--- src/rtl/distance_mem_pkg.sv ---
// Shared definitions for the banked distance memory (7 banks x 10 words x 64 bits).
// Both the write and read controllers decode global addresses with addr_to_bank_local.
package distance_mem_pkg;

  localparam int NUM_BANKS   = 7;
  localparam int BANK_DEPTH  = 10;
  localparam int DATA_W      = 64;
  // Seven bits so that every global word address 0..69 is representable.
  localparam int ADDR_W      = 7;
  localparam int LADDR_W     = 4;
  localparam int LEN_W       = 7;
  localparam int TOTAL_WORDS = NUM_BANKS * BANK_DEPTH;

  typedef enum logic [1:0] {
    ST_IDLE  = 2'd0,
    ST_WRITE = 2'd1,
    ST_DONE  = 2'd2
  } wr_state_e;

  typedef struct packed {
    logic [NUM_BANKS-1:0] bank_oh;
    logic [LADDR_W-1:0]   local_addr;
  } bank_addr_t;

  // Threshold compare chain on multiples of BANK_DEPTH; the last threshold passed
  // picks the bank and the remainder is the in-bank address.
  function automatic bank_addr_t addr_to_bank_local(input logic [ADDR_W-1:0] addr);
    bank_addr_t        r;
    logic [ADDR_W-1:0] thr;
    logic [ADDR_W-1:0] rem;
    r.bank_oh    = '0;
    r.bank_oh[0] = 1'b1;
    rem          = addr;
    for (int b = 1; b < NUM_BANKS; b++) begin
      thr = ADDR_W'(b * BANK_DEPTH);
      if (addr >= thr) begin
        r.bank_oh    = '0;
        r.bank_oh[b] = 1'b1;
        rem          = addr - thr;
      end
    end
    r.local_addr = rem[LADDR_W-1:0];
    return r;
  endfunction

endpackage

--- src/rtl/distance_memory_writer_if.sv ---
// Burst request, input stream and bank write port of the distance memory writer.
interface distance_memory_writer_if;
  import distance_mem_pkg::*;

  logic                 start;
  logic [ADDR_W-1:0]    base_addr;
  logic [LEN_W-1:0]     length;
  logic                 in_valid;
  logic [DATA_W-1:0]    in_data;
  logic                 in_ready;
  logic [NUM_BANKS-1:0] choose_reg_w;
  logic [LADDR_W-1:0]   W_w;
  logic [DATA_W-1:0]    DI;
  logic                 WE;
  logic                 busy;
  logic                 done;
  logic                 err;

  modport master (
    output start, base_addr, length, in_valid, in_data,
    input  in_ready, choose_reg_w, W_w, DI, WE, busy, done, err
  );

  modport slave (
    input  start, base_addr, length, in_valid, in_data,
    output in_ready, choose_reg_w, W_w, DI, WE, busy, done, err
  );

endinterface

--- src/rtl/distance_addr_decode.sv ---
// Combinational global address -> {one-hot bank, local address} decode.
module distance_addr_decode
  import distance_mem_pkg::*;
(
  input  logic [ADDR_W-1:0]    addr,
  output logic [NUM_BANKS-1:0] bank_oh,
  output logic [LADDR_W-1:0]   local_addr
);

  bank_addr_t dec;

  assign dec        = addr_to_bank_local(addr);
  assign bank_oh    = dec.bank_oh;
  assign local_addr = dec.local_addr;

endmodule

--- src/rtl/distance_memory_writer.sv ---
// Write-side controller: takes a burst request plus a valid/ready word stream and
// drives one registered bank write per accepted word.
module distance_memory_writer
  import distance_mem_pkg::*;
(
  input logic                     clk,
  input logic                     reset,
  distance_memory_writer_if.slave bus
);

  wr_state_e            state_q, state_d;
  logic [NUM_BANKS-1:0] bank_q, bank_d;
  logic [LADDR_W-1:0]   local_q, local_d;
  logic [LEN_W-1:0]     remaining_q, remaining_d;
  logic                 we_q, we_d;
  logic [NUM_BANKS-1:0] choose_q, choose_d;
  logic [LADDR_W-1:0]   w_w_q, w_w_d;
  logic [DATA_W-1:0]    di_q, di_d;
  logic                 in_ready_q, in_ready_d;
  logic                 busy_q, busy_d;
  logic                 done_q, done_d;
  logic                 err_q, err_d;

  logic [NUM_BANKS-1:0] start_oh;
  logic [LADDR_W-1:0]   start_local;
  logic [LEN_W:0]       req_end;
  logic                 req_ok;
  logic                 xfer;

  distance_addr_decode u_start_decode (
    .addr       (bus.base_addr),
    .bank_oh    (start_oh),
    .local_addr (start_local)
  );

  // One extra bit so base + length cannot wrap back into the legal range.
  assign req_end = (LEN_W+1)'(bus.base_addr) + (LEN_W+1)'(bus.length);
  assign req_ok  = (bus.length != '0) && (req_end <= (LEN_W+1)'(TOTAL_WORDS));
  assign xfer    = (state_q == ST_WRITE) && bus.in_valid && in_ready_q;

  always_comb begin
    state_d     = state_q;
    bank_d      = bank_q;
    local_d     = local_q;
    remaining_d = remaining_q;
    we_d        = 1'b0;
    choose_d    = '0;
    w_w_d       = w_w_q;
    di_d        = di_q;
    err_d       = 1'b0;

    case (state_q)
      ST_IDLE: begin
        if (bus.start) begin
          if (req_ok) begin
            state_d     = ST_WRITE;
            bank_d      = start_oh;
            local_d     = start_local;
            remaining_d = bus.length;
          end else begin
            err_d = 1'b1;
          end
        end
      end
      ST_WRITE: begin
        if (xfer) begin
          we_d     = 1'b1;
          choose_d = bank_q;
          w_w_d    = local_q;
          di_d     = bus.in_data;
          // Incremental walk through the map: wrap local, move to next bank.
          if (local_q == LADDR_W'(BANK_DEPTH - 1)) begin
            local_d = '0;
            bank_d  = bank_q << 1;
          end else begin
            local_d = local_q + 1'b1;
          end
          remaining_d = remaining_q - 1'b1;
          if (remaining_q == LEN_W'(1)) state_d = ST_DONE;
        end
      end
      ST_DONE: state_d = ST_IDLE;
      default: state_d = ST_IDLE;
    endcase

    in_ready_d = (state_d == ST_WRITE);
    busy_d     = (state_d != ST_IDLE);
    done_d     = (state_d == ST_DONE);
  end

  always_ff @(posedge clk) begin
    if (reset) begin
      state_q     <= ST_IDLE;
      bank_q      <= '0;
      local_q     <= '0;
      remaining_q <= '0;
      we_q        <= 1'b0;
      choose_q    <= '0;
      w_w_q       <= '0;
      di_q        <= '0;
      in_ready_q  <= 1'b0;
      busy_q      <= 1'b0;
      done_q      <= 1'b0;
      err_q       <= 1'b0;
    end else begin
      state_q     <= state_d;
      bank_q      <= bank_d;
      local_q     <= local_d;
      remaining_q <= remaining_d;
      we_q        <= we_d;
      choose_q    <= choose_d;
      w_w_q       <= w_w_d;
      di_q        <= di_d;
      in_ready_q  <= in_ready_d;
      busy_q      <= busy_d;
      done_q      <= done_d;
      err_q       <= err_d;
    end
  end

  assign bus.in_ready     = in_ready_q;
  assign bus.choose_reg_w = choose_q;
  assign bus.W_w          = w_w_q;
  assign bus.DI           = di_q;
  assign bus.WE           = we_q;
  assign bus.busy         = busy_q;
  assign bus.done         = done_q;
  assign bus.err          = err_q;

endmodule

--- src/flat_wrapper.sv ---
// flat-port wrapper written by rule: the top's interface ports become plain ports
module distance_memory_writer_flat import distance_mem_pkg::*;
  (clk, reset, bus_start, bus_base_addr, bus_length, bus_in_valid, bus_in_data, bus_in_ready, bus_choose_reg_w, bus_W_w, bus_DI, bus_WE, bus_busy, bus_done, bus_err);
  distance_memory_writer_if bus_i ();
  input logic clk;
  input logic reset;
  input wire logic [$bits(bus_i.start)-1:0] bus_start;
  input wire logic [$bits(bus_i.base_addr)-1:0] bus_base_addr;
  input wire logic [$bits(bus_i.length)-1:0] bus_length;
  input wire logic [$bits(bus_i.in_valid)-1:0] bus_in_valid;
  input wire logic [$bits(bus_i.in_data)-1:0] bus_in_data;
  output wire logic [$bits(bus_i.in_ready)-1:0] bus_in_ready;
  output wire logic [$bits(bus_i.choose_reg_w)-1:0] bus_choose_reg_w;
  output wire logic [$bits(bus_i.W_w)-1:0] bus_W_w;
  output wire logic [$bits(bus_i.DI)-1:0] bus_DI;
  output wire logic [$bits(bus_i.WE)-1:0] bus_WE;
  output wire logic [$bits(bus_i.busy)-1:0] bus_busy;
  output wire logic [$bits(bus_i.done)-1:0] bus_done;
  output wire logic [$bits(bus_i.err)-1:0] bus_err;
  assign bus_i.start = bus_start;
  assign bus_i.base_addr = bus_base_addr;
  assign bus_i.length = bus_length;
  assign bus_i.in_valid = bus_in_valid;
  assign bus_i.in_data = bus_in_data;
  assign bus_in_ready = bus_i.in_ready;
  assign bus_choose_reg_w = bus_i.choose_reg_w;
  assign bus_W_w = bus_i.W_w;
  assign bus_DI = bus_i.DI;
  assign bus_WE = bus_i.WE;
  assign bus_busy = bus_i.busy;
  assign bus_done = bus_i.done;
  assign bus_err = bus_i.err;
  distance_memory_writer u_core (.clk(clk), .reset(reset), .bus(bus_i));
endmodule
--- config.mk ---
export PLATFORM = sky130hd
export DESIGN_NAME = distance_memory_writer_flat
export DESIGN_NICKNAME = d
export VERILOG_FILES = /design/src/rtl/distance_mem_pkg.sv /design/src/rtl/distance_memory_writer_if.sv /design/src/rtl/distance_addr_decode.sv /design/src/rtl/distance_memory_writer.sv /design/src/flat_wrapper.sv
export SDC_FILE = /design/constraint.sdc
export NUM_CORES = 1
export LEC_CHECK = 0
export ABC_CLOCK_PERIOD_IN_PS = 2900
export CAP_MARGIN = 20
export CORE_MARGIN = 2
export CORE_UTILIZATION = 41
export CTS_CLUSTER_DIAMETER = 200
export CTS_CLUSTER_SIZE = 25
export DETAILED_ROUTE_END_ITERATION = 6
export MAX_ROUTING_LAYER = met4
export PLACE_DENSITY_LB_ADDON = 0.08
export SYNTH_ARGS = -nofsm -noshare
export SYNTH_HDL_FRONTEND = slang
export SYNTH_SLANG_ARGS = --single-unit
--- constraint.sdc ---
create_clock -name clk -period 2.9 [get_ports clk]
set_input_delay 0.58 -clock clk [delete_from_list [all_inputs] [get_ports clk]]
set_output_delay 0.58 -clock clk [all_outputs]
set_load 0.1 [all_outputs]
After elaboration in Yosys (flattened, before gate mapping)
Index checks and enable logic that the tools add are counted.
{"block": "op_classes", "addsub": 9, "magnitude_cmp": 7, "eq_ne": 9, "n_mux": 33, "bitwise": 4, "n_reduce_logical": 13}
{"op": "two-way mux 7 bit", "n": 12}
{"op": "two-way mux 4 bit", "n": 10}
{"op": "case mux 7 bit (2 select lines)", "n": 2}
{"op": "greater-or-equal comparator 7 x 6 -> 1 bit (second input constant)", "n": 3}
{"op": "subtractor 4 bit (second input constant)", "n": 4}
{"op": "greater-or-equal comparator 7 x 5 -> 1 bit (second input constant)", "n": 2}
{"op": "two-way mux 2 bit", "n": 5}
{"op": "adder 7 x 7 -> 8 bit", "n": 1}
{"op": "<= comparator 8 x 7 -> 1 bit (second input constant)", "n": 1}
{"op": "case mux 4 bit (2 select lines)", "n": 1}
{"op": "equality test 7 x 1 -> 1 bit (second input constant)", "n": 1}
{"op": "greater-or-equal comparator 7 x 4 -> 1 bit (second input constant)", "n": 1}
{"op": "nonzero test 7 bit", "n": 1}
{"op": "subtractor 7 x 1 -> 7 bit (second input constant)", "n": 1}
{"op": "OR reduction 3 bit", "n": 2}
{"op": "AND reduction 5 bit", "n": 1}
{"op": "adder 4 x 1 -> 4 bit (second input constant)", "n": 1}
{"op": "equality test 2 x 1 -> 1 bit (second input constant)", "n": 2}
{"op": "equality test 4 bit (second input constant)", "n": 1}
{"op": "!= test 2 x 1 -> 1 bit (second input constant)", "n": 2}
{"op": "!= test 2 bit (second input constant)", "n": 2}
{"op": "inverter 1 bit", "n": 4}
{"op": "case mux 2 bit (2 select lines)", "n": 1}
{"op": "AND reduction 4 bit", "n": 1}
{"op": "other kinds (9)", "n": 13}
{"block": "totals", "reg_bits": 100, "in_bits": 82, "output_inout_bits": 80, "word_cells": 87}

Depth between registers and ports, before layout
{"block": "depth", "ltp_word": 10, "mapped_depth": 11}

Cells and area by module
Synthesis repeated with hierarchy kept, for this count alone.
{"block": "hier_totals", "hier_cells": 571, "hier_area_um2": 4603.2}
{"mod": "distance_memory_writer", "instances": 1, "cells_each": 508, "area_per_inst_um2": 4142.7, "seq_area_each_um2": 2001.9}
{"mod": "distance_addr_decode", "instances": 1, "cells_each": 63, "area_per_inst_um2": 460.4, "seq_area_each_um2": 0.0}

Least setup slack after synthesis
No wires, ideal clock.
{"block": "synth_path", "path_kind": "input -> register", "from": "in bus_length[0]", "to": "reg u_core.local_q[2]", "setup_ns": 0.070, "arrival_ns": 2.807, "required_time_ns": 2.830, "setup_slack_ns": 0.023, "path_stages": 10, "n_path_buf": 0, "path_cell_list": "ha_1 -> inv_1 -> fa_1 -> and2b_2 -> o21ai_2 -> or4b_4 -> a31oi_4 -> o211ai_4 -> or3b_1 -> a21oi_1"}
{"block": "synth_via", "elab_chain_len": 5, "word_cells_on_any_way": 6, "classes_between": "add/sub: 1; order compare: 1; eq/ne: 1; reduce/logical: 3"}
{"item": "start: declaration", "line": "flat_wrapper.sv:9", "source": "input wire logic [$bits(bus_i.length)-1:0] bus_length;"}
{"item": "adder 7 x 7 -> 8 bit", "line": "distance_memory_writer.sv:37", "source": "assign req_end = (LEN_W+1)'(bus.base_addr) + (LEN_W+1)'(bus.length);"}
{"item": "<= comparator 8 x 7 -> 1 bit", "line": "distance_memory_writer.sv:38", "source": "assign req_ok = (bus.length != '0) && (req_end <= (LEN_W+1)'(TOTAL_WORDS));"}
{"item": "logical AND 1 bit (*)", "line": "distance_memory_writer.sv:38"}
{"item": "!= test 2 x 1 -> 1 bit (no line) (*)"}
{"item": "AND reduction 4 bit (no line) (*)"}
{"item": "end signal: assignment", "line": "distance_memory_writer.sv:108", "source": "local_q <= local_d;"}
{"item": "end: declaration", "line": "distance_memory_writer.sv:13", "source": "logic [LADDR_W-1:0] local_q, local_d;"}
Every way passes the cells marked *; elsewhere a longest branch is shown, timed or not.
A chain may end at the register's enable or synchronous reset.

Worst setup path in the final report
{"block": "layout_path", "from": "in bus_length[2]", "to": "reg u_core.remaining_q[5]"}
{"block": "layout_via", "elab_chain_len": 5, "word_cells_on_any_way": 6, "classes_between": "add/sub: 1; order compare: 1; eq/ne: 1; reduce/logical: 3"}
{"item": "adder 7 x 7 -> 8 bit", "line": "distance_memory_writer.sv:37"}
{"item": "<= comparator 8 x 7 -> 1 bit", "line": "distance_memory_writer.sv:38"}
{"item": "logical AND 1 bit (*)", "line": "distance_memory_writer.sv:38"}
{"item": "!= test 2 x 1 -> 1 bit (no line) (*)"}
{"item": "AND reduction 4 bit (no line) (*)"}
{"item": "end signal: assignment", "line": "distance_memory_writer.sv:109", "source": "remaining_q <= remaining_d;"}
{"item": "end: declaration", "line": "distance_memory_writer.sv:14", "source": "logic [LEN_W-1:0] remaining_q, remaining_d;"}
Marks and branches as above.

==> results.py <==
metrics = {
    "status": {
        "outcome": "completed",
    },
    "sta": {
        "hold-worst-slack_ps": 453.0,
        "max_slew_margin": 0.3111,
        "fin_ws_ps": 27.24,
        "hold_viol_final": 0,
        "fin_crit_ps": 2873,
        "worst_slew_pin_slew_ps": 1020,
        "clock-skew-final_ps": 9.438,
        "fmax_ghz": 0.3481,
        "slew_viol_final": 0,
        "timing.final.crit_share": 0.9906,
        "finalSetupViolations": 0,
    },
    "finish": {
        "syn_to_final_growth_pct": 50.16,
        "diodes": 0,
        "final_core_utilization": 0.6234,
        "drive_gt1_frac": 0.2459,
        "fillers": 1016,
        "final_nets": 890,
    },
    "global_route": {
        "grt_util_all_layers": 0.2178,
        "grt_pass1_wl_mm": 21.74,
        "grt_antenna_before_repair": 0,
        "grt_pass1_vias": 4605,
        "grt-ovfl-total": 0,
        "grt_max_degree": 75,
    },
    "placed_design": {
        "gp_congestion": 0.9043,
        "hpwl_mm": 9.536,
        "preCtsSetupSlack_ps": -694.3,
        "portBuffers": 161,
    },
    "power": {
        "clkPwrFrac": 0.366,
        "switching_share": 0.2853,
        "seqPwrFrac": 0.403,
        "powerDensity_nw_per_um2": 514.9,
        "p_comb_frac": 0.231,
        "p_leak_uw": 0.002806,
        "internal-power_uw": 2586,
        "ir_drop_v": 0.0004056,
        "p_total_uw": 3618,
        "p_sw_uw": 1032,
    },
    "critical_path": {
        "required_ps": 3120,
        "crit_arrival_ps": 3090,
        "ff2ff_path_depth": 5,
        "critPathMaxStageDelay_ps": 540,
        "path_class": "input port to register",
        "worstSetupEndpointType": "register",
        "cpMaxStageDelayCell": "or4_1",
        "r2r-end": "u_core.bank_q[5]",
        "reg2reg_from": "u_core.state_q[0]",
        "critPathLaunchType": "input port",
        "critPathMaxFanout": 6,
        "r2r_slack_ps": 530,
        "path_common_cell": "buf_4",
        "path_cells": "clkdlybuf4s50_1 > buf_4 > or4_1 > nor4_1 > nor4_2 > o21ba_2 > o211ai_4 > buf_4 > mux2i_1 > o22ai_1",
    },
    "route": {
        "via_per_inst": 5.195,
        "num_vias": 4883,
        "first_pass_iters": 4,
        "post_drt_wl_per_cell_um": 14.32,
        "drc": 0,
        "routed_wl_mm": 13.47,
        "drt_iter0_drc": 275,
        "ant_nets": 0,
    },
    "synth": {
        "netlist_top_cells_area": "dfxtp_1 (43%), nand2_1 (12%), a21oi_1 (9.5%)",
        "yosysMostFrequentCell": "nand2_1",
        "synth_top_area_share": 0.4278,
        "yosys_warnings": 0,
        "synth_area_per_cell_um2": 7.838,
        "yosysTopAreaCell": "dfxtp_1",
        "synth_edf_count": 0,
        "async_flop_share": 0,
        "ys_ff_latch": 100,
        "synth_ff_type": "dfxtp_1",
        "synth-seq-area-share": 0.4278,
        "ys_top_cells_by_count": "nand2_1 (151), dfxtp_1 (100), a21oi_1 (89)",
        "synth_area_um2": 4679,
        "synth.distinct_cells": 64,
        "syn_nets": 695,
        "synth_cells": 597,
    },
    "floorplanning": {
        "num_rows": 39,
        "core_um2": 11270,
        "dieArea_um2": 12280,
        "die_h_um": 110.8,
        "die_w_um": 110.8,
        "start_util": 0.4151,
        "num_io_pins": 162,
    },
    "clock_tree": {
        "cts_buffers": 9,
        "clk_latency_ps": 340,
        "cts_hold_buffers": 0,
        "cts-root-buf": "clkbuf_16",
        "cts_tree": "yes",
        "path_clk_slew_ps": 70,
        "clk_path_buf_depth": 2,
        "cts_sinks": 100,
        "htree_levels": 3,
    },
    "worst_hold_path": {
        "min_from": "u_core.bus.DI[33]",
        "hp-class": "register to register",
        "holdPathStages": 2,
        "whs_endpoint": "u_core.bus.DI[33]",
    },
    "job": {
        "drv_cap": 0,
    },
}
==> logic make-up (layout without fill, tap and decap cells) <==
| logic type | after synthesis | after routing | share of synthesized area |
|---|---|---|---|
| buffers and inverters | 54 | 252 | 0.04679 |
| and+or+nand+nor | 262 | 262 | 0.2575 |
| adders and majority gates | 16 | 16 | 0.04439 |
| xor gates and xnor gates | 1 | 1 | 0.001872 |
| DFF | 100 | 100 | 0.4278 |
| muxes | 6 | 6 | 0.01310 |
| AOI/OAI and AO/OA | 158 | 160 | 0.2086 |
==> critical path: cells and delay by family <==
kind / cells / cell delay, ps
multiplexers: 1 / 180
AND/OR/NAND/NOR: 3 / 970
AO/OA/AOI/OAI: 3 / 530
buffers and inverters: 3 / 830
==> worst max path at each step <==
stage                           from  cells after the start  slack, ps                    end
detailed placement  bus_base_addr[0]                     12       -690       u_core.bank_q[2]
CTS                 bus_base_addr[0]                     13         30       u_core.bank_q[2]
global placement       bus_length[0]                     12       -650       u_core.bank_q[2]
floorplan              bus_length[0]                     10         20      u_core.local_q[2]
finish                 bus_length[2]                     10         30  u_core.remaining_q[5]
global route           bus_length[1]                     11        -30      u_core.local_q[2]
==> timing repair <==
item	in CTS	in global routing
buffers inserted	5	3
setup endpoints to repair	21	20
gates cloned	2	0
gates resized for setup	13	22
endpoints found under the hold margin	0	0
pin swaps	8	9
==> sequential cells by signal, summed over array words and instances (netlist names) <==
signal and flops:
u_core.bus.busy 1, u_core.bank_q 7, u_core.state_q 2, u_core.bus.W_w 4, u_core.bus.done 1, u_core.local_q 4, u_core.bus.DI 64, u_core.bus.in_ready 1
u_core.bus.choose_reg_w 7, u_core.bus.err 1, u_core.remaining_q 7, u_core.bus.WE 1
==> per-layer routing <==
metal	up-vias	global-route usage	share of wire
li1	2454	-	-
met1	2256	0.2667	0.43
met2	153	0.3669	0.49
met3	20	0.04265	0.057
met4	0	0.06250	0.018
met5	-	-	0
==> layout by cell type (no fill, tap or decap), types with 9 or more instances in the layout <==
master	Yosys	layout
o21ai_0	21	19
a21oi_1	89	87
clkdlybuf4s50_1	0	76
nand2_1	151	151
buf_4	0	136
ha_1	15	13
clkbuf_16	0	9
nor3_1	12	10
dfxtp_1	100	100
nor2_1	26	26
inv_1	14	12
==> power by group through the flow <==
stage,Clock (uW),Combinational [uW],Sequential [uW]
after floorplan,0,349,1600
after global placement,0,746,1490
after detailed placement,0,756,1490
after CTS,1350,795,1460
after global routing,1410,899,1470
final,1320,836,1460
==> metrics by stage <==
stage | cells | TNS (ps) | area [um2]
2_1_floorplan | 597 | 0 | 4679
3_3_place_gp | 914 | -11320 | 6515
3_5_place_dp | 914 | -12400 | 6515
4_1_cts | 937 | 0 | 6935
5_1_grt | 940 | -42.26 | 7027
6_report | 940 | 0 | 7027
==> final cells by class <==
class / instances / area, um2 / share of cell area
Timing Repair Buffer: 222 / 1879 / 0.2674
Clock inverter: 5 / 81.33 / 0.01157
Sequential cell: 100 / 2002 / 0.2849
Multi-Input combinational cell: 445 / 2580 / 0.3672
Tap cell: 143 / 178.9 / 0.02546
Inverter: 14 / 52.55 / 0.007479
Clock buffer: 11 / 252.7 / 0.03597
Note: power is estimated with default switching activity, not from simulation.
